### src/rtl/mux8_rr_arbiter.sv
// Round-robin arbiter/sequencer sharing one 4-bit channel among eight requesters, with bounded bursts.
// Optional MUX8_ARB_LOCK_EN adds a 'lock' input that lets the granted requester burst past BURST_MAX.
//
// state | meaning
// IDLE  | no grant; arbitrate among pending requests (one-cycle bubble)
// GRANT | S owns the channel; beats move whenever the output slot is free
module mux8_rr_arbiter #(
  parameter int BURST_MAX = 4
) (
  input  logic       Clock,
  input  logic       Reset,
  input  logic [3:0] W0,
  input  logic [3:0] W1,
  input  logic [3:0] W2,
  input  logic [3:0] W3,
  input  logic [3:0] W4,
  input  logic [3:0] W5,
  input  logic [3:0] W6,
  input  logic [3:0] W7,
  input  logic [7:0] req,
  input  logic       out_ready,
`ifdef MUX8_ARB_LOCK_EN
  input  logic       lock,
`endif
  output logic [7:0] ack,
  output logic [7:0] gnt,
  output logic [2:0] S,
  output logic [3:0] F,
  output logic       out_valid,
  output logic       busy
);

  typedef enum logic {IDLE, GRANT} state_t;

  localparam logic [3:0] CNT_MAX = 4'(BURST_MAX - 1);

  state_t     state, state_nxt;
  logic [2:0] last;
  logic [3:0] beat_cnt;
  logic [3:0] w_sel;
  logic [2:0] pick;
  logic [2:0] cand;
  logic       slot_free;
  logic       ack_any;
  logic       cnt_at_max;
  logic       lock_on;
  logic       burst_end;
  logic       grant_exit;

`ifdef MUX8_ARB_LOCK_EN
  assign lock_on = lock;
`else
  assign lock_on = 1'b0;
`endif

  always_comb begin
    case (S)
      3'd0:    w_sel = W0;
      3'd1:    w_sel = W1;
      3'd2:    w_sel = W2;
      3'd3:    w_sel = W3;
      3'd4:    w_sel = W4;
      3'd5:    w_sel = W5;
      3'd6:    w_sel = W6;
      default: w_sel = W7;
    endcase
  end

  // Scan from farthest to nearest so the first set bit after 'last' wins.
  always_comb begin
    pick = last;
    cand = last;
    for (int k = 8; k >= 1; k--) begin
      cand = last + 3'(k);
      if (req[cand]) pick = cand;
    end
  end

  assign slot_free  = !out_valid || out_ready;
  assign ack_any    = (state == GRANT) && req[S] && slot_free;
  assign cnt_at_max = (beat_cnt == CNT_MAX);
  assign burst_end  = ack_any && cnt_at_max && !lock_on;
  assign grant_exit = !req[S] || burst_end;

  always_ff @(posedge Clock) begin
    if (Reset) state <= IDLE;
    else       state <= state_nxt;
  end

  always_comb begin
    state_nxt = state;
    case (state)
      IDLE:    if (|req) state_nxt = GRANT;
      GRANT:   if (grant_exit) state_nxt = IDLE;
      default: state_nxt = IDLE;
    endcase
  end

  always_comb begin
    ack = '0;
    if (ack_any) ack[S] = 1'b1;
    busy = (state == GRANT);
  end

  always_ff @(posedge Clock) begin
    if (Reset) begin
      S         <= 3'd0;
      last      <= 3'd7;
      beat_cnt  <= 4'd0;
      gnt       <= 8'd0;
      F         <= 4'd0;
      out_valid <= 1'b0;
    end else begin
      if (ack_any) begin
        F         <= w_sel;
        out_valid <= 1'b1;
      end else if (out_valid && out_ready) begin
        out_valid <= 1'b0;
      end

      case (state)
        IDLE: begin
          if (|req) begin
            S        <= pick;
            gnt      <= 8'd1 << pick;
            beat_cnt <= 4'd0;
          end
        end
        GRANT: begin
          if (grant_exit) begin
            gnt      <= 8'd0;
            last     <= S;
            beat_cnt <= 4'd0;
          end else if (ack_any && !cnt_at_max) begin
            beat_cnt <= beat_cnt + 4'd1;
          end
        end
        default: ;
      endcase
    end
  end

endmodule

### config.mk
export PLATFORM = sky130hd
export DESIGN_NAME = mux8_rr_arbiter
export DESIGN_NICKNAME = d
export VERILOG_FILES = /design/src/rtl/mux8_rr_arbiter.sv
export SDC_FILE = /design/constraint.sdc
export NUM_CORES = 1
export LEC_CHECK = 0
export CAP_MARGIN = 20
export CELL_PAD_IN_SITES_DETAIL_PLACEMENT = 0
export CELL_PAD_IN_SITES_GLOBAL_PLACEMENT = 1
export CORE_MARGIN = 2
export CORE_UTILIZATION = 37
export CTS_CLUSTER_SIZE = 8
export DETAILED_ROUTE_END_ITERATION = 10
export PLACE_DENSITY = 0.83
export SYNTH_ARGS = -nofsm -noshare
export SYNTH_HDL_FRONTEND = slang
export SYNTH_SLANG_ARGS = --single-unit
### constraint.sdc
create_clock -name Clock -period 7.4 [get_ports Clock]
set_clock_uncertainty 0.15 [all_clocks]
set_input_delay 1.11 -clock Clock [delete_from_list [all_inputs] [get_ports Clock]]
set_output_delay 1.11 -clock Clock [all_outputs]
set_load 0.02 [all_outputs]
# Yosys cells after proc, flatten, opt, wreduce, memory -nomap -nowiden
# Cells that the tools add are included.
[word_totals]
in_bits = 43
ff_bits = 24
elab_cells = 93
output_inout_bits = 25
[op_classes]
n_eq_ne = 10
mux = 39
bitwise = 1
shifts = 1
n_lt_le_gt_ge = 9
add_sub_neg = 8
n_reduce_logical = 18
[ops]
columns = ["cell", "n"]
rows = [
  ["less-than comparator 3 x 4 -> 1 bit, second input constant", 8],
  ["case mux 4 bit (7 select lines)", 1],
  ["binary-select mux 1 bit (select 3 bit)", 8],
  ["2-to-1 mux 8 bit", 3],
  ["2-to-1 mux 3 bit", 7],
  ["case mux 8 bit (2 select lines)", 1],
  ["2-to-1 mux 1 bit", 13],
  ["adder 3 bit, second input constant", 4],
  ["2-to-1 mux 4 bit", 3],
  ["== test 3 bit, second input constant", 3],
  ["case mux 4 bit (2 select lines)", 1],
  ["AND reduction 2 bit", 4],
  ["OR reduction 8 bit", 1],
  ["left shift 1 x 3 -> 8 bit, first input constant", 1],
  ["adder 3 x 2 -> 3 bit, second input constant", 2],
  ["== test 3 x 2 -> 1 bit, second input constant", 2],
  ["logical AND 1 bit", 6],
  ["adder 4 x 1 -> 4 bit, second input constant", 1],
  ["== test 4 x 2 -> 1 bit, second input constant", 1],
  ["adder 3 x 1 -> 3 bit, second input constant", 1],
  ["demux 1 bit (select 3 bit)", 1],
  ["== test 3 x 1 -> 1 bit, second input constant", 1],
  ["greater-or-equal comparator 3 x 1 -> 1 bit, second input constant", 1],
  ["logical NOT 1 bit", 3],
  ["8 further kinds", 9],
]

# Logic depth before layout (Yosys ltp)
# Gate-level depths: netlist (run 1).
[logic_depth]
depth_word = 13
mapped_depth = 12
depth_no_buf = 9

# Least setup slack after synthesis (run 1)
# No wires, ideal clock.
[synth_timing]
path_type = "input-to-output"
from = "in req[4]"
to = "out ack[0]"
path_slack_ps = 3103
cell_stages = 7
arrival_ps = 3037
path_buffers = 2
required_time_ps = 6140
cell_sequence = "clkbuf_1 > mux4_2 > mux2i_1 > nand2b_1 > nor2_1 > clkbuf_1 > nor4b_1"
[synth_between]
elab_chain_len = 5
[synth_lines]
columns = ["element", "line_no", "source"]
rows = [
  ["start: declaration", "20", "input logic [7:0] req,"],
  ["binary-select mux 1 bit (select 3 bit)", "80", "assign ack_any = (state == GRANT) && req[S] && slot_free;"],
  ["2-to-1 mux 1 bit (not written as such)", "80", ""],
  ["logical AND 1 bit (2 in a row)", "80", ""],
  ["2-to-1 mux 8 bit", "101", "if (ack_any) ack[S] = 1'b1;"],
  ["end: declaration", "25", "output logic [7:0] ack,"],
]
# No other way between the ends. The select of a mux whose other input is x is not followed.

# Worst setup path after layout (run 1)
[layout_timing]
from = "in req[0]"
to = "out ack[3]"
# The elaborated chain is that of the path after synthesis.

==> results of run 1 <==
[critical path, cell delays in order]
cell and delay (ps):
clkdlybuf4s50_1 650, mux4_2 280, mux2i_1 110, nand2b_1 220, nor2_1 560, nand2_1 260
nor3b_1 240, clkdlybuf4s50_1 640
[metal layers]
| metal | vias up | routed length, um |
|---|---|---|
| met5 | - | 0 |
| met3 | 2 | 382 |
| met4 | 0 | 24 |
| met2 | 72 | 2440 |
| met1 | 942 | 2630 |
| li1 | 1031 | - |
[Yosys cell counts (all sizes together), types with 4 or more instances]
cell type / count
nor2: 25
dfxtp: 24
nand2: 24
mux2i: 18
mux4: 15
a21oi: 11
inv: 9
o21ai: 9
mux2: 8
buf: 7
clkbuf: 7
a211oi: 6
nand2b: 5
nor4: 5
a32o: 4
nor2b: 4
nor3: 4
[per-stage QoR]
| stage | cell area [um2] | cells | hold WS [ps] | utilization (%) |
|---|---|---|---|---|
| 2_1_floorplan | 2140 | 238 | 313 | - |
| 3_3_place_gp | 2840 | 364 | 304 | 51.3 |
| 3_5_place_dp | 2840 | 364 | 312 | 51.3 |
| 4_1_cts | 2900 | 368 | 327 | 52.3 |
| 5_1_grt | 2900 | 368 | 340 | 52.3 |
| 6_report | 2900 | 368 | 319 | 52.3 |
[power breakdown]
group	switching, mW	internal, mW	leakage [nW]
clock network	0.0396	0.0474	0.0288
logic	0.335	0.316	0.825
registers	0.0723	0.165	0.196
[final cells by class]
cell class / instances / area share (%)
sequential: 24 / 16.6
inverter: 9 / 1.17
timing repair buffer: 68 / 23.4
tap: 72 / 3.11
clock buffer: 4 / 1.90
multi-input combinational: 191 / 53.9
[flip-flops by register name (all words and copies together) (netlist names)]
| register | flops |
|---|---|
| last | 3 |
| S | 3 |
| busy | 1 |
| gnt | 8 |
| out_valid | 1 |
| beat_cnt | 4 |
| F | 4 |
[path summary, 6_finish.rpt]
| kind | start | endpoint | slack (ps) | cells past startpoint |
|---|---|---|---|---|
| max | req[0] | ack[3] | 2070 | 8 |
| min | gnt[7] | gnt[7] | 320 | 2 |
| max reg2reg | last[0] | gnt[1] | 3570 | 9 |
| min reg2reg | gnt[7] | gnt[7] | 320 | 2 |
[cell families (layout without fill, tap and decap cells)]
group	count (synthesis)	after routing	synth area share [%]
buffers and inverters	23	81	4.56
and+or+nand+nor	86	86	20.6
xor gates and xnor gates	5	5	2.05
DFF	24	24	22.5
AOI/OAI and AO/OA	56	56	19.8
muxes	41	41	28.8
adders and majority gates	3	3	1.75
==> key figures, run 1 <==
Outcome
  – Status: completed

CTS
  – Clock latency on the worst-skew pair: 260 ps
  – Cell at the root of the clock tree: clkbuf_8
  – # hold bufs at CTS: 0
  – Clock Pin Slew Worst Setup and Hold Paths: 80 ps
  – Clock buffer count from CTS: 3
  – CTS tree: yes
  – H-tree Lvls: 1
  – Post-CTS Resized: 0
  – CTS max path bufs: 2
  – Clock Sinks: 24
  – Post-CTS setup repair buffer count: 0

Global route
  – Grt peak-use layer: met2
  – Vias in the first global route: 1920
  – Largest net degree at the start of global routing: 23
  – Gr ovfl total: 0
  – Met2 Use GR: 27.8%
  – Routing usage on met1: 26.2%
  – Initial antenna violation count: 0
  – GR Util All Layers: 18.2%
  – First-pass GRT wire length: 9310 um
  – Met3 GRT Util: 5.20%

Floorplan
  – FP Rows: 27
  – Die Width: 80.0 um
  – Initial Util: 38.6%
  – Core ar.: 0.00554 mm2
  – DIE AREA: 0.00641 mm2
  – Die H: 80.0 um
  – Io pins: 68

STA
  – Max Freq: 0.188 GHz
  – Total Neg Setup Slack: 0 ps
  – RSZ-0062 raised after global routing: false
  – Setup Viol. Count Final: 0
  – Slew Limit Fails: 0
  – Min Clock Period, post-route: 5330 ps
  – Slew Limit Headroom: 44.2%
  – Final period util: 72.0%
  – Hold Fails Final Rpt: 0
  – Least-Margin Pin Slew: 835 ps
  – Setup ws final: 2070 ps

Placed design
  – Number of port buffers: 67
  – DP Wirelength: 4260 um
  – DP Worst Slack: 2020 ps
  – Routability cong.: 0.891

Synthesis
  – Number of synthesized register bits: 24
  – Synth area leaders: dfxtp_1 22%, mux4_2 16%, mux2i_1 8.4%
  – Syn nets: 284
  – Synth unique cells: 59
  – Post-synth EDFFs: 0
  – Leading area contributor after synthesis: dfxtp_1
  – Syn avg cell area: 8.99 um2
  – Post-Syn Instances: 238
  – Synth warn: 0
  – Mapped cell area: 0.00214 mm2
  – Ys async rst share: 0%
  – Top_reg_cell synth: dfxtp_1
  – Seq/Total Area, Yosys: 22.5%
  – Top-area cell type share of the netlist area: 22.5%

Cells and area
  – Layout Nets: 343
  – Share of cells above drive strength 1: 12.2%
  – ANT cells: 0
  – Commonest non-fill, non-tap cell in the layout: clkdlybuf4s50_1
  – Multi-input gate area: 0.00156 mm2
  – Number of fill cells in the layout: 524
  – Most frequent cells in the layout: 67 x clkdlybuf4s50_1, 24 x dfxtp_1, 24 x nor2_1, 24 x nand2_1, 18 x mux2i_1
  – Area Growth Syn to Fin: 35.5%
  – Reg area: 480 um2

Power and ir drop
  – Power Dens Cells: 336 mW/mm2
  – Leakage: 1.05 nW
  – Tot Pwr: 976 uW
  – Maximum VDD drop: 139 uV

Worst setup path
  – Largest fanout on the critical path: 13
  – Worst setup SP type: input port
  – Kind of critical path: input port to output pin
  – CP Data Arrival Time: 4070 ps
  – Crit end category: output pin
  – CP required: 6140 ps

Route
  – Post-route ant nets: 0
  – Total Wirelength: 5480 um
  – Via count: 2047
  – DRT iter0 DRCs: 113
  – First drt pass iteration count: 4
  – WL per Instance: 14.9 um
  – Via-to-Cell Ratio: 5.56
  – Post-route DRC: 0

Run
  – Number of max-cap violations: 0

Hold path
  – Hold crit path type: register to register
Power figures use the tool's default switching activity.
==> run 2: changes to the inputs <==
--- a/config.mk
+++ b/config.mk
@@ -9,10 +9,10 @@
 export CELL_PAD_IN_SITES_DETAIL_PLACEMENT = 0
 export CELL_PAD_IN_SITES_GLOBAL_PLACEMENT = 1
 export CORE_MARGIN = 2
-export CORE_UTILIZATION = 37
+export CORE_UTILIZATION = 35
 export CTS_CLUSTER_SIZE = 8
 export DETAILED_ROUTE_END_ITERATION = 10
-export PLACE_DENSITY = 0.83
+export PLACE_DENSITY = 0.79
 export SYNTH_ARGS = -nofsm -noshare
 export SYNTH_HDL_FRONTEND = slang
 export SYNTH_SLANG_ARGS = --single-unit
==> constraint.sdc (replaced) <==
create_clock -name Clock -period 5.4 [get_ports Clock]
set_clock_uncertainty 0.15 [all_clocks]
set_input_delay 0.81 -clock Clock [delete_from_list [all_inputs] [get_ports Clock]]
set_output_delay 0.81 -clock Clock [all_outputs]
set_load 0.02 [all_outputs]
==> run 2 against run 1 <==
Compared with the run above: die area up 5.4%; highest routed layer unchanged; largest cell class unchanged; sequential power grew 38%; worst hold slack better by 4.0 ps; first-iteration DRC count fell by 1.8%.
==> key figures, run 2 (synthesized netlist as in run 1, its figures left out) <==
STA
  – Slew Limit Fails: 0
  – Slew Limit Headroom: 42.3%
  – Least-Margin Pin Slew: 864 ps
  – Hold Fails Final Rpt: 0
  – RSZ-0062 raised after global routing: false
  – Setup Viol. Count Final: 0
  – Total Neg Setup Slack: 0 ps
  – Min Clock Period, post-route: 4330 ps
  – Max Freq: 0.231 GHz
  – Final period util: 80.1%

Floorplan
  – Core ar.: 0.00592 mm2
  – Initial Util: 36.1%
  – FP Rows: 28
  – DIE AREA: 0.00675 mm2
  – Die Width: 82.2 um
  – Die H: 82.2 um
  – Io pins: 68

Cells and area
  – Max reg flops: 8
  – Area Growth Syn to Fin: 35.4%
  – Finished Cell Area: 0.00290 mm2
  – ANT cells: 0
  – Layout Nets: 344
  – Commonest non-fill, non-tap cell in the layout: clkdlybuf4s50_1
  – Share of cells above drive strength 1: 12.2%
  – Most frequent cells in the layout: 67 x clkdlybuf4s50_1, 24 x dfxtp_1, 24 x nor2_1, 24 x nand2_1, 18 x mux2i_1
  – Most flops, register: gnt
  – Largest regs: gnt x8, F x4, beat_cnt x4

Route
  – WL per Instance: 15.0 um
  – Post-route DRC: 0
  – Total Wirelength: 5570 um
  – Via count: 2056
  – First drt pass iteration count: 6
  – Via-to-Cell Ratio: 5.54
  – Post-route ant nets: 0
  – DRT iter0 DRCs: 111

Worst setup path
  – Largest stage delay on the critical path: 650 ps
  – Crit end category: output pin
  – Critical Path, Cell by Cell: clkdlybuf4s50_1 -> mux4_2 -> mux2i_1 -> nand2b_1 -> nor2_1 -> buf_4 -> nand2_1 -> nor3b_1 -> clkdlybuf4s50_1
  – Kind of critical path: input port to output pin
  – CP required: 4440 ps
  – Critical Path Most Common Cell: clkdlybuf4s50_1
  – Worst setup SP type: input port
  – Reg2Reg Depth: 9
  – CP Data Arrival Time: 3370 ps
  – Slowest CP cell: clkdlybuf4s50_1
  – Largest fanout on the critical path: 13

Placed design
  – Placed Instance Area: 0.00286 mm2
  – DP Wirelength: 4240 um
  – Number of port buffers: 67
  – Routability cong.: 0.862

Global route
  – Gr ovfl total: 0
  – Largest net degree at the start of global routing: 23
  – First-pass GRT wire length: 9140 um
  – GR Util All Layers: 17.1%
  – Initial antenna violation count: 0
  – Vias in the first global route: 1936

Power and ir drop
  – Leakage: 1.05 nW
  – Power Dens Cells: 459 mW/mm2
  – Maximum VDD drop: 206 uV
  – Tot Pwr: 1.33 mW

CTS
  – # hold bufs at CTS: 0
  – Clock Sinks: 24
  – Clock Pin Slew Worst Setup and Hold Paths: 80 ps
  – Cell at the root of the clock tree: clkbuf_8
  – CTS tree: yes
  – Clock latency on the worst-skew pair: 260 ps
  – Post-CTS Resized: 0
  – H-tree Lvls: 1
  – Clock buffer count from CTS: 3
  – CTS max path bufs: 2
  – Post-CTS setup repair buffer count: 0

Outcome
  – Status: completed

Hold path
  – Hold Crit Depth: 2
  – Hold crit path type: register to register

Run
  – Number of max-cap violations: 0
run 2: changes by cell type in the layout (fill, tap and decap cells not counted), sizes merged:
cell and delta:
buf +1, clkbuf -1
run 2: layout make-up:
class                      count  area (um2)
sequential                    24         480
multi-input combinational    191        1560
tap                           75        93.8
timing repair buffer          69         686
inverter                       9        33.8
clock buffer                   3        41.3
fill                         558        3020
run 2: critical path: cells and delay by family:
kind | cells | cell delay, ps
buffers and inverters | 3 | 1480
AND/OR/NAND/NOR | 4 | 680
multiplexers | 2 | 390
run 2: path summary, 6_finish.rpt:
| check | start | endpoint | slack (ps) |
|---|---|---|---|
| max reg2reg | last[0] | gnt[1] | 1540 |
| min | gnt[3] | gnt[3] | 320 |
| max | req[4] | ack[6] | 1070 |
| min reg2reg | gnt[3] | gnt[3] | 320 |
run 2: stage by stage:
stage | instances | hold slack [ps] | util, % | setup slack [ps]
detailed placement | 368 | 309 | 48.2 | 1100
CTS | 371 | 327 | 48.9 | 1080
global placement | 368 | 301 | 48.2 | 1130
global route | 371 | 339 | 48.9 | 933
floorplan | 238 | 313 | - | 1700
finish | 371 | 323 | 48.9 | 1070
run 2: routing by layer:
layer	up-vias	part of all wire [%]	GRT usage [%]	wire, um
met5	-	0	0	0
met2	82	46	27.0	2540
met4	0	0.99	4.17	55
met1	940	48	24.0	2650
met3	6	5.7	3.04	319
li1	1028	-	-	-
run 2: report_power, final:
| part | internal (mW) | switching, mW | leakage [nW] |
|---|---|---|---|
| Sequential | 0.226 | 0.100 | 0.196 |
| Clock | 0.0498 | 0.0536 | 0.0216 |
| Combinational | 0.437 | 0.463 | 0.830 |
